### config.mk
export PLATFORM = sky130hd
export DESIGN_NAME = face_detection_bridge
export DESIGN_NICKNAME = d
export VERILOG_FILES = /design/src/rtl/face_detection_bridge.sv
export SDC_FILE = /design/constraint.sdc
export NUM_CORES = 1
export LEC_CHECK = 0
export BUFFER_PORTS_ARGS = -buffer_cell sky130_fd_sc_hd__buf_4
export CAP_MARGIN = 5
export CORE_ASPECT_RATIO = 1.1
export CORE_MARGIN = 1.5
export CORE_UTILIZATION = 45
export CTS_BUF_LIST = sky130_fd_sc_hd__clkbuf_4
export DETAILED_ROUTE_END_ITERATION = 16
export GPL_ROUTABILITY_DRIVEN = 1
export PLACE_DENSITY = 0.69
export SYNTH_ARGS = -nofsm -noshare
export SYNTH_HDL_FRONTEND = slang
export SYNTH_SLANG_ARGS = --single-unit
### constraint.sdc
create_clock -name s_clk -period 8.8 [get_ports s_clk]
set_input_delay 2.2 -clock s_clk [delete_from_list [all_inputs] [get_ports s_clk]]
set_output_delay 2.2 -clock s_clk [all_outputs]
set_load 0.02 [all_outputs]
### src/rtl/face_detection_bridge.sv
`default_nettype none
// +------------------------------------------------------------------------+
// | Module   : face_detection_bridge (+ face_detection_bridge_fifo)        |
// | Purpose  : Avalon-MM slave between the host and the face_detection     |
// |            core. Address-decoded CTRL/STATUS/PIXEL/RESULT/LEVELS       |
// |            registers, a pixel FIFO (host->core) and a result FIFO      |
// |            (core->host) with valid/ready streams, frame-end tagging,   |
// |            sticky status flags and a one-cycle registered soft reset.  |
// | Ports    : s_*        Avalon-MM slave (1-cycle registered read data)    |
// |            core_reset reset to the core (hard or soft reset)           |
// |            pix_*      pixel stream to the core (valid/ready, last tag)  |
// |            res_*      result stream from the core (valid/ready, last)  |
// | Revision : 1.0  initial release                                        |
// +------------------------------------------------------------------------+

// +------------------------------------------------------------------------+
// | Module   : face_detection_bridge_fifo                                  |
// | Purpose  : Synchronous FIFO with first-word-fall-through head and an   |
// |            occupancy count. Push while full is dropped; pop while      |
// |            empty is ignored.                                           |
// | Ports    : clk_i/rst_i clock and synchronous active-high reset         |
// |            push_i/wdata_i write side, pop_i/head_o read side           |
// |            full_o/empty_o/count_o occupancy                            |
// | Revision : 1.0  initial release                                        |
// +------------------------------------------------------------------------+
module face_detection_bridge_fifo #(
  parameter int WIDTH = 17,
  parameter int DEPTH = 16
) (
  input  logic                   clk_i,
  input  logic                   rst_i,
  input  logic                   push_i,
  input  logic                   pop_i,
  input  logic [WIDTH-1:0]       wdata_i,
  output logic [WIDTH-1:0]       head_o,
  output logic                   full_o,
  output logic                   empty_o,
  output logic [$clog2(DEPTH):0] count_o
);

  localparam int PW = $clog2(DEPTH);

  logic [WIDTH-1:0] mem_q [DEPTH];
  logic [PW-1:0]    wr_ptr_q, wr_ptr_d;
  logic [PW-1:0]    rd_ptr_q, rd_ptr_d;
  logic [PW:0]      count_q, count_d;
  logic             do_push;
  logic             do_pop;

  assign full_o  = (count_q == (PW+1)'(DEPTH));
  assign empty_o = (count_q == '0);
  assign count_o = count_q;
  assign head_o  = mem_q[rd_ptr_q];

  // Full is judged before any same-cycle pop, so a push into a full FIFO
  // is always dropped.
  assign do_push = push_i && !full_o;
  assign do_pop  = pop_i && !empty_o;

  always_comb begin
    wr_ptr_d = wr_ptr_q;
    rd_ptr_d = rd_ptr_q;
    count_d  = count_q;
    if (do_push) wr_ptr_d = wr_ptr_q + 1'b1;
    if (do_pop)  rd_ptr_d = rd_ptr_q + 1'b1;
    case ({do_push, do_pop})
      2'b10:   count_d = count_q + 1'b1;
      2'b01:   count_d = count_q - 1'b1;
      default: count_d = count_q;
    endcase
  end

  always_ff @(posedge clk_i) begin
    if (rst_i) begin
      wr_ptr_q <= '0;
      rd_ptr_q <= '0;
      count_q  <= '0;
    end else begin
      wr_ptr_q <= wr_ptr_d;
      rd_ptr_q <= rd_ptr_d;
      count_q  <= count_d;
    end
  end

  // Storage needs no reset: emptiness is tracked by the pointers/count.
  always_ff @(posedge clk_i) begin
    if (do_push) mem_q[wr_ptr_q] <= wdata_i;
  end

endmodule

module face_detection_bridge #(
  parameter int DATA_WIDTH     = 16,
  parameter int ADDR_WIDTH     = 3,
  parameter int RESULT_WIDTH   = 12,
  parameter int PIX_FIFO_DEPTH = 16,
  parameter int RES_FIFO_DEPTH = 16
) (
  input  logic                    s_clk,
  input  logic                    s_reset,
  input  logic [ADDR_WIDTH-1:0]   s_address,
  input  logic                    s_read,
  output logic [DATA_WIDTH-1:0]   s_readdata,
  input  logic                    s_write,
  input  logic [DATA_WIDTH-1:0]   s_writedata,
  output logic                    core_reset,
  output logic [DATA_WIDTH-1:0]   pix_data,
  output logic                    pix_last,
  output logic                    pix_valid,
  input  logic                    pix_ready,
  input  logic [RESULT_WIDTH-1:0] res_data,
  input  logic                    res_last,
  input  logic                    res_valid,
  output logic                    res_ready
);

  localparam logic [ADDR_WIDTH-1:0] c_ADDR_CTRL   = ADDR_WIDTH'(0);
  localparam logic [ADDR_WIDTH-1:0] c_ADDR_PIXEL  = ADDR_WIDTH'(1);
  localparam logic [ADDR_WIDTH-1:0] c_ADDR_PIXLST = ADDR_WIDTH'(2);
  localparam logic [ADDR_WIDTH-1:0] c_ADDR_RESULT = ADDR_WIDTH'(3);
  localparam logic [ADDR_WIDTH-1:0] c_ADDR_LEVELS = ADDR_WIDTH'(4);

  localparam int PCW = $clog2(PIX_FIFO_DEPTH) + 1;
  localparam int RCW = $clog2(RES_FIFO_DEPTH) + 1;

  // Registered state
  logic                  soft_rst_q, soft_rst_d;
  logic                  enable_q, enable_d;
  logic                  pix_ovf_q, pix_ovf_d;
  logic                  frame_done_q, frame_done_d;
  logic [DATA_WIDTH-1:0] readdata_q, readdata_d;

  // Decode and FIFO interface
  logic                  rst_all;
  logic                  wr_ctrl, wr_pixel, wr_pixlst, rd_result;
  logic                  sticky_clr;
  logic                  pix_push, pix_pop, pix_full, pix_empty;
  logic [DATA_WIDTH:0]   pix_head;
  logic [PCW-1:0]        pix_count;
  logic                  res_push, res_pop, res_full, res_empty;
  logic [RESULT_WIDTH:0] res_head;
  logic [RCW-1:0]        res_count;
  logic [5:0]            status;
  logic [15:0]           levels;
  logic [DATA_WIDTH-1:0] rd_mux;

  // Hard and soft reset act identically on the bridge and the core. Every
  // host access in a reset cycle is discarded by gating the decode.
  assign rst_all    = s_reset | soft_rst_q;
  assign core_reset = rst_all;

  assign wr_ctrl   = s_write && !rst_all && (s_address == c_ADDR_CTRL);
  assign wr_pixel  = s_write && !rst_all && (s_address == c_ADDR_PIXEL);
  assign wr_pixlst = s_write && !rst_all && (s_address == c_ADDR_PIXLST);
  assign rd_result = s_read  && !rst_all && (s_address == c_ADDR_RESULT);

  // A soft-reset write ignores its enable and clear bits.
  assign sticky_clr = wr_ctrl && !s_writedata[0] && s_writedata[2];

  // ---------------- pixel path (host -> core) ----------------
  assign pix_push = wr_pixel | wr_pixlst;
  assign pix_pop  = pix_valid && pix_ready;

  face_detection_bridge_fifo #(
    .WIDTH (DATA_WIDTH + 1),
    .DEPTH (PIX_FIFO_DEPTH)
  ) u_pix_fifo (
    .clk_i   (s_clk),
    .rst_i   (rst_all),
    .push_i  (pix_push),
    .pop_i   (pix_pop),
    .wdata_i ({wr_pixlst, s_writedata}),
    .head_o  (pix_head),
    .full_o  (pix_full),
    .empty_o (pix_empty),
    .count_o (pix_count)
  );

  assign pix_valid = !pix_empty && enable_q && !rst_all;
  assign pix_data  = (pix_empty || rst_all) ? '0 : pix_head[DATA_WIDTH-1:0];
  assign pix_last  = (pix_empty || rst_all) ? 1'b0 : pix_head[DATA_WIDTH];

  // ---------------- result path (core -> host) ----------------
  assign res_ready = !res_full && !rst_all;
  assign res_push  = res_valid && res_ready;
  assign res_pop   = rd_result && !res_empty;

  face_detection_bridge_fifo #(
    .WIDTH (RESULT_WIDTH + 1),
    .DEPTH (RES_FIFO_DEPTH)
  ) u_res_fifo (
    .clk_i   (s_clk),
    .rst_i   (rst_all),
    .push_i  (res_push),
    .pop_i   (res_pop),
    .wdata_i ({res_last, res_data}),
    .head_o  (res_head),
    .full_o  (res_full),
    .empty_o (res_empty),
    .count_o (res_count)
  );

  // ---------------- read mux ----------------
  assign status = {enable_q, frame_done_q, pix_ovf_q, res_empty, pix_empty, pix_full};
  assign levels = {8'(res_count), 8'(pix_count)};

  always_comb begin
    rd_mux = '0;
    case (s_address)
      c_ADDR_CTRL:   rd_mux = DATA_WIDTH'(status);
      c_ADDR_RESULT: if (!res_empty) rd_mux = DATA_WIDTH'(res_head);
      c_ADDR_LEVELS: rd_mux = DATA_WIDTH'(levels);
      default:       rd_mux = '0;
    endcase
  end

  // ---------------- control / sticky next state ----------------
  always_comb begin
    soft_rst_d   = wr_ctrl && s_writedata[0];
    enable_d     = enable_q;
    pix_ovf_d    = pix_ovf_q;
    frame_done_d = frame_done_q;
    readdata_d   = readdata_q;

    if (wr_ctrl && !s_writedata[0]) enable_d = s_writedata[1];

    // Clear first so that a same-cycle set wins.
    if (sticky_clr) begin
      pix_ovf_d    = 1'b0;
      frame_done_d = 1'b0;
    end
    if (pix_push && pix_full)  pix_ovf_d    = 1'b1;
    if (res_push && res_last)  frame_done_d = 1'b1;

    if (s_read) readdata_d = rd_mux;
  end

  always_ff @(posedge s_clk) begin
    if (rst_all) begin
      soft_rst_q   <= 1'b0;
      enable_q     <= 1'b0;
      pix_ovf_q    <= 1'b0;
      frame_done_q <= 1'b0;
      readdata_q   <= '0;
    end else begin
      soft_rst_q   <= soft_rst_d;
      enable_q     <= enable_d;
      pix_ovf_q    <= pix_ovf_d;
      frame_done_q <= frame_done_d;
      readdata_q   <= readdata_d;
    end
  end

  assign s_readdata = readdata_q;

endmodule
`default_nettype wire

After elaboration in Yosys (flattened, before gate mapping)
Memories as Yosys holds them, arrays and structs flattened. A register that Yosys moved wholly into a read port is not among the register bits.
Index checks and enable logic that the tools add are counted.

cells by class
  add/sub/neg operators = 8
  eq/ne operators = 10
  muxes and demuxes = 17
  bitwise gates (word level) = 2
  reduce and logical (&&, ||, !) cells = 35

operators by type and width
  cell                                                  number
  case mux 13 bit (3 select lines)                      1
  logical AND 1 bit                                     21
  case mux 5 bit (2 select lines)                       2
  adder 4 x 1 -> 4 bit (second input constant)          4
  two-way mux 16 bit                                    1
  two-way mux 4 bit                                     4
  two-way mux 13 bit                                    1
  adder 5 x 1 -> 5 bit (second input constant)          2
  equality test 5 bit (second input constant)           2
  zero test 5 bit                                       2
  subtractor 5 x 1 -> 5 bit (second input constant)     2
  two-way mux 1 bit                                     8
  nonzero test 2 bit                                    4
  equality test 3 x 2 -> 1 bit (second input constant)  2
  zero test 1 bit                                       6
  equality test 2 x 1 -> 1 bit (second input constant)  2
  equality test 2 bit (second input constant)           2
  equality test 3 x 1 -> 1 bit (second input constant)  1
  equality test 3 bit (second input constant)           1
  zero test 3 bit                                       1
  bitwise OR 1 bit                                      2
  logical OR 1 bit                                      1

storage, ports and cells
  register bits after elaboration = 46
  bits in writable memories = 480
  input bits = 38
  output and inout bits = 36
  logic and storage cells = 85
  memories kept = 2

memory list
  memory            words  width  rd ports  clocked after Yosys merged registers in  wr ports  line  text
  u_pix_fifo.mem_q  16     17     1         1                                        1         43    logic [WIDTH-1:0] mem_q [DEPTH];
  u_res_fifo.mem_q  16     13     1         1                                        1         43

Depth between registers and ports, before layout
Gate-level depths: netlist of the first run.

  word-level depth = 8
  mapped depth = 15
  depth with buffers taken out = 12

Modules after synthesis
From an unflattened synthesis of the first run, not the netlist that was laid out.

second synthesis, totals
  cells, all modules = 1112
  area, all modules = 21086.5 sq um

modules (own cells, without submodules)
  module                                   instances  cells each  area an instance (sq um)  seq. area each (sq um)
  face_detection_bridge_fifo (u_pix_fifo)  1          550         11257.0                   8508.2
  face_detection_bridge_fifo (u_res_fifo)  1          445         8809.7                    6586.3
  face_detection_bridge                    1          117         1019.7                    340.3

Worst setup path before layout of the first run
No wires, ideal clock.

  path kind = input -> output
  start point = input port s_reset
  end point = output port pix_data[10]
  arrival = 3.333 ns
  required time = 6.600 ns
  setup slack = 3.267 ns
  stages on the path = 4
  path buffers = 1
  cells stage by stage = nor2_1 nand2_1 buf_2 a211oi_1

between the ends
  longest elaborated chain between the ends = 3

ends and longest elaborated chain
  what                line  text
  start: declaration  100   input logic s_reset,
  bitwise OR 1 bit    149   assign rst_all = s_reset | soft_rst_q;
  logical OR 1 bit    180   assign pix_data = (pix_empty || rst_all) ? '0 : pix_head[DATA_WIDTH-1:0];
  two-way mux 16 bit  180
  end: declaration    107   output logic [DATA_WIDTH-1:0] pix_data,

Every way passes these cells.

==> out/results.txt, run 1 <==
status = finished clean
Row Count = 82
static leakage = 7.84 nW
CTS buffer count = 134
post-DR wirelength/cell = 23.3 um
Reg2Reg Depth = 12
DRT Pass-1 Iters = 5
DR vias/cell = 5.63
Initial Util = 45.9%
met2 wire len = 22900 um
Mapped Area = 0.0210 mm2
Hold WS = 0.494 ns
drt total wl = 45700 um
Critical R2R Capture = u_pix_fifo.count_o[4]$_SDFFE_PP0P_
R2R Path Start = u_pix_fifo.count_o[2]$_SDFFE_PP0P_
RSZ-0062 raised after global routing = false
actual slew at the worst max-slew pin = 1.18 ns
crit path DAT = 3.82 ns
final worst path period share = 68.5%
CTS resizes = 0
TritonCTS clock tree = yes
reg2reg setup slack = 5.19 ns
clock sink count = 531
number of global-route vias before repair = 11300
Area after DPL = 0.0223 mm2
post-DP HPWL = 27500 um
1st-iter DRT viols = 920
Nets = 1346
post-CTS setup buffers = 0
crit path cell chain = buf_4, mux4_2, nor2b_1, a211oi_1, a211oi_1, buf_4
largest net degree at the start of global routing = 69
commonest non-fill, non-tap cell in the layout = edfxtp_1
Slowest Stage Delay on Critical Path = 0.94 ns
fin crit period = 6.02 ns
first-pass GRT wire length = 68500 um
Main synth FF type = edfxtp_1
synthesized area per cell = 18.9 um2
DRC Markers = 0
H-tree depth = 4
Critical Path Slowest Stage Cell = dfxtp_4
asr flop ratio synth = 0%
fmax = 166 MHz
Placed Cells incl. Taps = 1742
Max-Cap Viols = 0
Via Count = 11100
Setup WS post-layout = 2.78 ns
top sig layer = met4
maximum vdd drop = 0.177 mV
gpl congestion = 0.804
initial antenna violation count = 1
ratio of cells with drive above 1 in the final layout = 33.1%
sequential fraction of the synthesis area = 73.3%
Worst setup EP type = primary output
startpoint types = flip-flop
CP endpoint = pix_data[3]
worst slack at placement = 2.88 ns
Post-Synthesis Cells = 1112
Fin Setup TNS = 0 ns
cts hold-fix bufs = 0
Clock Pin Slew Worst Setup and Hold Paths = 0.06 ns
CP required = 6.60 ns
class of the most critical hold timing path = flip-flop to flip-flop
Post-synth EDFFs = 480
die area = 0.0481 mm2
final setup vio count = 0
metal3 WL = 3290 um
Vert. Die Dim = 230 um
Pwr Density = 206 mW/mm2
port buffer count = 70
GRT Util Overall = 19.3%
design area = 0.0240 mm2
Met1 Routed Length = 18300 um
Worst-Skew Late Latency = 0.80 ns
antenna-violating nets left = 0
final cell count without fillers = 1965
Clock Tree Buf Depth = 3
highest-count cells in the layout ignoring fill and taps = edfxtp_1 (480), clkbuf_4 (196), mux4_2 (105), buf_4 (105), nor2_1 (56)
CP max FO = 43
Fin. Hold Viols = 0
Layout area overhead = 14.1%
global route overflow = 0
Synth warnings = 0
post-route clock skew = 0.0281 ns
Top Ports = 74
root buf cell = clkbuf_4
core area = 0.0459 mm2
Final Slew Violations = 0
die span in x = 209 um
number of synthesized register bits = 531
Max-slew headroom = 21.4%
Cell variety after synth = 58
critical path class = flip-flop to primary output
-- routing by layer --
metal,up-vias,global-route usage (%)
met5,-,0
met4,0,7.59
met3,83,5.07
met2,446,31.8
met1,5637,24.6
li1,4895,-
-- cell type report --
| type | instances | area [um2] |
|---|---|---|
| antenna | 1 | 2.50 |
| clock buffer | 196 | 1470 |
| clock inverter | 26 | 204 |
| fill | 3680 | 21900 |
| inverter | 24 | 90.1 |
| multi-input combinational | 494 | 5270 |
| sequential | 531 | 15400 |
| tap | 588 | 736 |
| timing repair buffer | 105 | 788 |
-- critical path, delay by kind of cell (launching register included) --
kind | cells | cell delay, ns
muxes | 1 | 0.56
DFF | 1 | 0.94
and+or+nand+nor | 1 | 0.14
AOI/OAI and AO/OA | 2 | 0.59
buffers and inverters | 2 | 0.79
-- cells in the mapped netlist (all sizes together) (2+ instances only) --
cell    instances  area (um2)
nand2          50         188
mux2            9         101
nand2b          5        31.3
nand4           3        18.8
edfxtp        480       14400
a32oi           2        17.5
a221oi          8        70.1
and2            9        56.3
a211oi         38         315
ha             17         213
inv            24        90.1
nand3          11        55.1
o21ai          24         120
a22oi           4        30.0
nand3b          2        15.0
a32o            2        20.0
o31ai           3        22.5
nor4            6        67.6
xor2           12         105
xnor2           5        43.8
o211ai          2        15.0
a21oi          18        93.8
dfxtp          51        1020
and3            4        25.0
o21a            2        15.0
buf            36         206
a21o            2        15.0
mux2i          26         260
or3             5        31.3
nor2           60         225
clkbuf         29         110
a31oi           3        18.8
nor2b          21         131
mux4          119        2730
nor3            7        35.0
-- power breakdown --
part           switching [W]  leakage (nW)  internal (W)
sequential        0.00000907          4.75       0.00276
combinational      0.0000805          2.08     0.0000415
clock               0.000922          1.01       0.00113
-- worst min-delay path by stage --
| stage | startpoint | to | cells past startpoint |
|---|---|---|---|
| after floorplan | pix_ovf_q$_SDFFE_PP0P_ | pix_ovf_q$_SDFFE_PP0P_ | 2 |
| after global placement | pix_ovf_q$_SDFFE_PP0P_ | pix_ovf_q$_SDFFE_PP0P_ | 2 |
| after detailed placement | u_res_fifo.rd_ptr_q[1]$_SDFFE_PP0P_ | flip-flop | 2 |
| after CTS | u_res_fifo.rd_ptr_q[1]$_SDFFE_PP0P_ | flip-flop | 2 |
| after global routing | u_res_fifo.rd_ptr_q[1]$_SDFFE_PP0P_ | flip-flop | 2 |
| final | u_res_fifo.rd_ptr_q[1]$_SDFFE_PP0P_ | flip-flop | 2 |
-- per-stage QoR --
step,util [%],power [W]
floorplan,-,0.00287
global placement,48.7,0.00294
detailed placement,48.7,0.00294
CTS,52.3,0.00499
global route,52.3,0.00513
finish,52.3,0.00494
-- registers in the layout, summed over array words and instances, names as in the netlist, 4 cells and up, named ones only --
register	flops
u_res_fifo.count_o	5
s_readdata	13
u_pix_fifo.rd_ptr_q	4
u_res_fifo.rd_ptr_q	4
u_pix_fifo.wr_ptr_q	4
u_res_fifo.mem_q	208
u_pix_fifo.count_o	5
u_res_fifo.wr_ptr_q	4
u_pix_fifo.mem_q	272
-- cells by family (layout without fill, tap and decap cells) --
logic type	count (synthesis)	in the layout	synth area share, %
AOI/OAI and AO/OA	112	112	3.74
xor gates and xnor gates	17	17	0.707
adders and majority gates	18	18	1.11
muxes	154	154	14.7
DFF	531	531	73.3
other	1	4	0.0178
buffers and inverters	89	351	1.93
and+or+nand+nor	190	190	4.47
Power figures use the tool's default switching activity.
==> inputs of run 2 (changes only) <==
--- a/config.mk
+++ b/config.mk
@@ -13,7 +13,7 @@
 export CTS_BUF_LIST = sky130_fd_sc_hd__clkbuf_4
 export DETAILED_ROUTE_END_ITERATION = 16
 export GPL_ROUTABILITY_DRIVEN = 1
-export PLACE_DENSITY = 0.69
+export PLACE_DENSITY = 0.71
 export SYNTH_ARGS = -nofsm -noshare
 export SYNTH_HDL_FRONTEND = slang
 export SYNTH_SLANG_ARGS = --single-unit
==> constraint.sdc (replaced) <==
create_clock -name s_clk -period 5.5 [get_ports s_clk]
set_input_delay 1.375 -clock s_clk [delete_from_list [all_inputs] [get_ports s_clk]]
set_output_delay 1.375 -clock s_clk [all_outputs]
set_load 0.02 [all_outputs]
==> run 2 against run 1 <==
Against the previous run:
- core utilization is 0.12 points higher
- sequential share of layout area is 0.15 points lower
- final area is 0.23% higher
- critical path type unchanged
- non-clock buffer count is 4 higher
- clock-buffer cell count is 1 lower
- routed wire length is 0.11% higher
- worst setup slack worse by 2.1 ns
- highest routed layer unchanged
==> out/results.txt, run 2 (synthesis gave the netlist of run 1 again) <==
status = finished clean (unchanged)
worst slack at placement = 0.860 ns (was 2.88 ns)
fin crit period = 4.86 ns
crit path cell chain = buf_4, mux4_2, a211oi_1, a211oi_1, buf_4 (was buf_4, mux4_2, nor2b_1, a211oi_1, a211oi_1, buf_4)
Initial Util = 45.9% (unchanged)
reg2reg setup slack = 1.75 ns (was 5.19 ns)
Largest Register = u_pix_fifo.mem_q (unchanged)
R2R Path Start = u_pix_fifo.count_o[0]$_SDFFE_PP0P_ (was u_pix_fifo.count_o[2]$_SDFFE_PP0P_)
GRT Util Overall = 19.4% (was 19.3%)
Critical Path Slowest Stage Cell = dfxtp_4 (unchanged)
DRT Pass-1 Iters = 5 (unchanged)
ratio of cells with drive above 1 in the final layout = 33.0% (was 33.1%)
class of the most critical hold timing path = flip-flop to flip-flop (unchanged)
static leakage = 7.87 nW (was 7.84 nW)
Clock Pin Slew Worst Setup and Hold Paths = 0.06 ns (about the same)
DRC Markers = 0 (unchanged)
largest net degree at the start of global routing = 41 (was 69)
CTS resizes = 0 (unchanged)
maximum vdd drop = 0.254 mV (was 0.177 mV)
Setup WS post-layout = 0.639 ns (was 2.78 ns)
Top Ports = 74 (unchanged)
Fin. Hold Viols = 0 (unchanged)
CP max FO = 33 (was 43)
root buf cell = clkbuf_4 (unchanged)
antenna-violating nets left = 0 (unchanged)
crit path DAT = 3.49 ns (was 3.82 ns)
global route overflow = 0 (unchanged)
critical path class = flip-flop to primary output (unchanged)
port buffer count = 70 (unchanged)
Row Count = 82 (unchanged)
Area after DPL = 0.0224 mm2 (was 0.0223 mm2)
CP Buf/Inv Count = 2 (unchanged)
post-DP HPWL = 28700 um (was 27500 um)
Vert. Die Dim = 230 um (unchanged)
1st-iter DRT viols = 907 (was 920)
Worst-Skew Late Latency = 0.84 ns (was 0.80 ns)
Max-Cap Viols = 0 (unchanged)
Nets = 1351 (was 1346)
post-CTS setup buffers = 0 (unchanged)
die span in x = 209 um (unchanged)
Final Slew Violations = 0 (unchanged)
H-tree depth = 4 (unchanged)
Reg2Reg Depth = 12 (unchanged)
Pwr Density = 329 mW/mm2 (was 206 mW/mm2)
CP required = 4.12 ns (was 6.60 ns)
CTS buffer count = 135 (was 134)
fmax = 206 MHz
RSZ-0062 raised after global routing = false (unchanged)
final design utilization = 52.5% (was 52.3%)
Slowest Stage Delay on Critical Path = 0.79 ns (was 0.94 ns)
first-pass GRT wire length = 68400 um (was 68500 um)
core area = 0.0459 mm2 (unchanged)
drt total wl = 45800 um (was 45700 um)
final setup vio count = 0 (unchanged)
CP delay by family, top = flip-flops (unchanged)
initial antenna violation count = 1 (unchanged)
DR vias/cell = 5.60 (was 5.63)
fillers = 3637 (was 3680)
gpl congestion = 0.836 (was 0.804)
Clock Tree Buf Depth = 3 (unchanged)
Max-slew headroom = 15.9% (was 21.4%)
post-DR wirelength/cell = 23.2 um (was 23.3 um)
Worst setup EP type = primary output (unchanged)
final worst path period share = 88.4%
design area = 0.0241 mm2 (was 0.0240 mm2)
post-route clock skew = 0.0575 ns (was 0.0281 ns)
Via Count = 11100 (about the same)
Critical R2R Capture = u_pix_fifo.count_o[4]$_SDFFE_PP0P_ (unchanged)
startpoint types = flip-flop (unchanged)
TritonCTS clock tree = yes (unchanged)
Fin Setup TNS = 0 ns (unchanged)
Largest register FFs = 272 (unchanged)
cts hold-fix bufs = 0 (unchanged)
CP endpoint = pix_data[11] (was pix_data[3])
actual slew at the worst max-slew pin = 1.26 ns (was 1.18 ns)
WP depth = 5 (was 6)
highest-count cells in the layout ignoring fill and taps = edfxtp_1 (480), clkbuf_4 (195), buf_4 (108) (was edfxtp_1 (480), clkbuf_4 (196), mux4_2 (105), buf_4 (105), nor2_1 (56))
commonest non-fill, non-tap cell in the layout = edfxtp_1 (unchanged)
die area = 0.0481 mm2 (unchanged)
clock sink count = 531 (unchanged)
number of global-route vias before repair = 11700 (was 11300)
Layout area overhead = 14.3% (was 14.1%)
## run 2: cell type report
type                       instances  area [um2]  area share, %
sequential                       531       15400           64.2
multi-input combinational        494        5270           21.9
clock inverter                    32         225          0.936
antenna                            1        2.50         0.0104
tap                              588         736           3.06
timing repair buffer             109         831           3.45
inverter                          24        90.1          0.374
clock buffer                     195        1460           6.08
## run 2: routing by layer
metal / GRT usage, % / part of all wire [%]
met3: 5.23 / 7.4
met4: 8.38 / 2.8
met5: 0 / 0
met2: 33.3 / 52
met1: 23.0 / 38
## run 2: report_power, final
group          switching (W)  internal [W]
Clock                0.00150       0.00180
Sequential         0.0000127       0.00441
Combinational       0.000135     0.0000672
Total                0.00164       0.00628
## run 2: worst min path at each step
stage | start | cells after the start | slack [ns] | end
3_5_place_dp | pix_ovf_q$_SDFFE_PP0P_ | 2 | 0.48 | pix_ovf_q$_SDFFE_PP0P_
2_1_floorplan | pix_ovf_q$_SDFFE_PP0P_ | 2 | 0.45 | pix_ovf_q$_SDFFE_PP0P_
4_1_cts | pix_ovf_q$_SDFFE_PP0P_ | 2 | 0.49 | pix_ovf_q$_SDFFE_PP0P_
5_1_grt | u_pix_fifo.rd_ptr_q[3]$_SDFFE_PP0N_ | 2 | 0.52 | u_pix_fifo.rd_ptr_q[3]$_SDFFE_PP0N_
6_report | u_pix_fifo.rd_ptr_q[3]$_SDFFE_PP0N_ | 2 | 0.49 | flip-flop
3_3_place_gp | pix_ovf_q$_SDFFE_PP0P_ | 2 | 0.47 | pix_ovf_q$_SDFFE_PP0P_
## run 2: stage by stage
step	power (W)	hold slack, ns	cells
final	0.00793	0.491	1974
after CTS	0.00802	0.492	1973
after detailed placement	0.00471	0.476	1746
after floorplan	0.00460	0.453	1114
after global routing	0.00822	0.521	1974
after global placement	0.00471	0.471	1746
## run 2: worst min-delay path: stages (launching register included)
cell     delay, ns
dfxtp_1       0.30
o21ai_0       0.06
a21oi_1       0.07
==> inputs of run 3 (changes only) <==
--- a/config.mk
+++ b/config.mk
@@ -9,11 +9,11 @@
 export CAP_MARGIN = 5
 export CORE_ASPECT_RATIO = 1.1
 export CORE_MARGIN = 1.5
-export CORE_UTILIZATION = 45
+export CORE_UTILIZATION = 55
 export CTS_BUF_LIST = sky130_fd_sc_hd__clkbuf_4
 export DETAILED_ROUTE_END_ITERATION = 16
 export GPL_ROUTABILITY_DRIVEN = 1
-export PLACE_DENSITY = 0.71
+export PLACE_DENSITY = 0.83
 export SYNTH_ARGS = -nofsm -noshare
 export SYNTH_HDL_FRONTEND = slang
 export SYNTH_SLANG_ARGS = --single-unit
==> constraint.sdc (replaced) <==
create_clock -name s_clk -period 5.5 [get_ports s_clk]
set_input_delay 1.375 -clock s_clk [delete_from_list [all_inputs] [get_ports s_clk]]
set_output_delay 1.375 -clock s_clk [all_outputs]
set_load 0.1 [all_outputs]
==> run 3 against run 2 <==
Against the previous run:
- die area decreased by 18%
- critical path type unchanged
- flip-flop and latch count did not move
- power down 0.43%
- register-to-register slack improved by 0.08 ns
==> out/results.txt, run 3 (synthesis gave the netlist of run 1 again) <==
final setup vio count = 0 (unchanged)
reg2reg setup slack = 1.83 ns (was 1.75 ns)
number of global-route vias before repair = 11800 (was 11700)
Largest register FFs = 272 (unchanged)
post-CTS setup buffers = 0 (unchanged)
Critical R2R Capture = u_pix_fifo.count_o[4]$_SDFFE_PP0P_ (unchanged)
core area = 0.0374 mm2 (was 0.0459 mm2)
H-tree depth = 4 (unchanged)
maximum vdd drop = 0.283 mV (was 0.254 mV)
CTS resizes = 0 (unchanged)
die area = 0.0395 mm2 (was 0.0481 mm2)
Nets = 1348 (was 1351)
Clock Tree Buf Depth = 3 (unchanged)
status = finished clean (unchanged)
ratio of cells with drive above 1 in the final layout = 32.6% (was 33.0%)
critical path class = flip-flop to primary output (unchanged)
Pwr Density = 330 mW/mm2 (was 329 mW/mm2)
startpoint types = flip-flop (unchanged)
gpl congestion = 0.881 (was 0.836)
Row Count = 74 (was 82)
hold_sp = u_pix_fifo.rd_ptr_q[3]$_SDFFE_PP0N_ (unchanged)
fmax = 207 MHz (was 206 MHz)
Worst-Skew Late Latency = 0.80 ns (was 0.84 ns)
GRT Util Overall = 23.7% (was 19.4%)
CTS buffer count = 131 (was 135)
CP max FO = 31 (was 33)
final cell count without fillers = 1872 (was 1974)
post-DR wirelength/cell = 24.3 um (was 23.2 um)
Initial Util = 56.3% (was 45.9%)
cts hold-fix bufs = 0 (unchanged)
DRC Markers = 0 (unchanged)
Layout area overhead = 13.6% (was 14.3%)
1st-iter DRT viols = 1189 (was 907)
Hold Path Stages = 2 (unchanged)
clock sink count = 531 (unchanged)
post-route clock skew = 0.0461 ns (was 0.0575 ns)
fillers = 2524 (was 3637)
static leakage = 7.85 nW (was 7.87 nW)
TritonCTS clock tree = yes (unchanged)
area taken by multi-input logic gates = 0.00527 mm2 (unchanged)
root buf cell = clkbuf_4 (unchanged)
fin crit period = 4.84 ns (was 4.86 ns)
Max-Cap Viols = 0 (unchanged)
first-pass GRT wire length = 68600 um (was 68400 um)
Largest Register = u_pix_fifo.mem_q (unchanged)
Hold WS = 0.509 ns (was 0.491 ns)
port buffer count = 70 (unchanged)
Top Ports = 74 (unchanged)
Placed Cells incl. Taps = 1653 (was 1746)
DRT Pass-1 Iters = 5 (unchanged)
initial antenna violation count = 1 (unchanged)
die span in x = 190 um (was 209 um)
Max-slew headroom = 25.0% (was 15.9%)
actual slew at the worst max-slew pin = 1.12 ns (was 1.26 ns)
Via Count = 11300 (was 11100)
Fin. Hold Viols = 0 (unchanged)
Worst setup EP type = primary output (unchanged)
post-DP HPWL = 27800 um (was 28700 um)
antenna-violating nets left = 0 (unchanged)
highest-count cells in the layout ignoring fill and taps = edfxtp_1 (480), clkbuf_4 (183), buf_4 (108) (was edfxtp_1 (480), clkbuf_4 (195), buf_4 (108))
DR vias/cell = 6.06 (was 5.60)
final worst path period share = 87.9% (was 88.4%)
Reg2Reg Depth = 12 (unchanged)
crit path DAT = 3.46 ns (was 3.49 ns)
Vert. Die Dim = 208 um (was 230 um)
class of the most critical hold timing path = flip-flop to flip-flop (unchanged)
largest net degree at the start of global routing = 41 (unchanged)
R2R Path Start = u_pix_fifo.count_o[2]$_SDFFE_PP0P_ (was u_pix_fifo.count_o[0]$_SDFFE_PP0P_)
commonest non-fill, non-tap cell in the layout = edfxtp_1 (unchanged)
Clock Pin Slew Worst Setup and Hold Paths = 0.06 ns (about the same)
global route overflow = 0 (unchanged)
RSZ-0062 raised after global routing = false (unchanged)
drt total wl = 45500 um (was 45800 um)
Reg area = 0.0154 mm2 (unchanged)
CP required = 4.12 ns (about the same)
Fin Setup TNS = 0 ns (unchanged)
Final Slew Violations = 0 (unchanged)
[run 3: cell types whose count changed in the layout (fill, tap and decap cells not counted), sizes merged]
cell / change
clkinv: +1
buf: +1
diode: +1
bufinv: +1
clkbuf: -12
[run 3: final cells by class]
cell class / instances / share of cell area, %
diodes: 2 / 0.0209
clock buffers: 183 / 5.74
clock inverters: 34 / 1.09
inverters: 24 / 0.377
multi-input cells: 494 / 22.0
flip-flops and latches: 531 / 64.6
well taps: 494 / 2.58
repair buffers: 110 / 3.56
[run 3: worst max-delay path by stage]
stage,from,end,slack (ns)
2_1_floorplan,s_reset,pix_data[10],-0.08
3_3_place_gp,s_address[2],u_pix_fifo.count_o[4]$_SDFFE_PP0P_,1.00
3_5_place_dp,s_address[2],u_pix_fifo.count_o[4]$_SDFFE_PP0P_,0.93
4_1_cts,flip-flop,pix_data[15],0.54
5_1_grt,flip-flop,pix_data[15],0.37
6_report,flip-flop,pix_data[15],0.66
[run 3: layer usage]
layer  track usage [%]  part of all wire (%)
met5                 0                     0
met4              9.74                   2.6
met3              5.31                   8.3
met2              39.1                    51
met1              30.4                    38
[run 3: power by group]
| part | internal [W] | switching [W] | total (W) |
|---|---|---|---|
| sequential | 0.00441 | 0.0000145 | 0.00443 |
| combinational | 0.0000664 | 0.000176 | 0.000242 |
| clock | 0.00176 | 0.00146 | 0.00323 |
| total | 0.00624 | 0.00165 | 0.00789 |
[run 3: stage by stage]
stage | worst slack (ns) | total power (W) | area, um2 | utilization, %
6_report | 0.664 | 0.00789 | 23900 | 63.9
2_1_floorplan | -0.0821 | 0.00464 | 21100 | -
3_3_place_gp | 1.00 | 0.00474 | 22300 | 59.5
4_1_cts | 0.544 | 0.00797 | 23900 | 63.9
3_5_place_dp | 0.931 | 0.00475 | 22300 | 59.5
5_1_grt | 0.368 | 0.00818 | 23900 | 63.9
[run 3: worst max-delay path, cell delays in order (launching register included)]
cell and delay [ns]:
dfxtp_4 0.76, buf_4 0.49, mux4_2 0.54, nor2b_1 0.15
a211oi_1 0.32, a211oi_1 0.11, buf_4 0.29
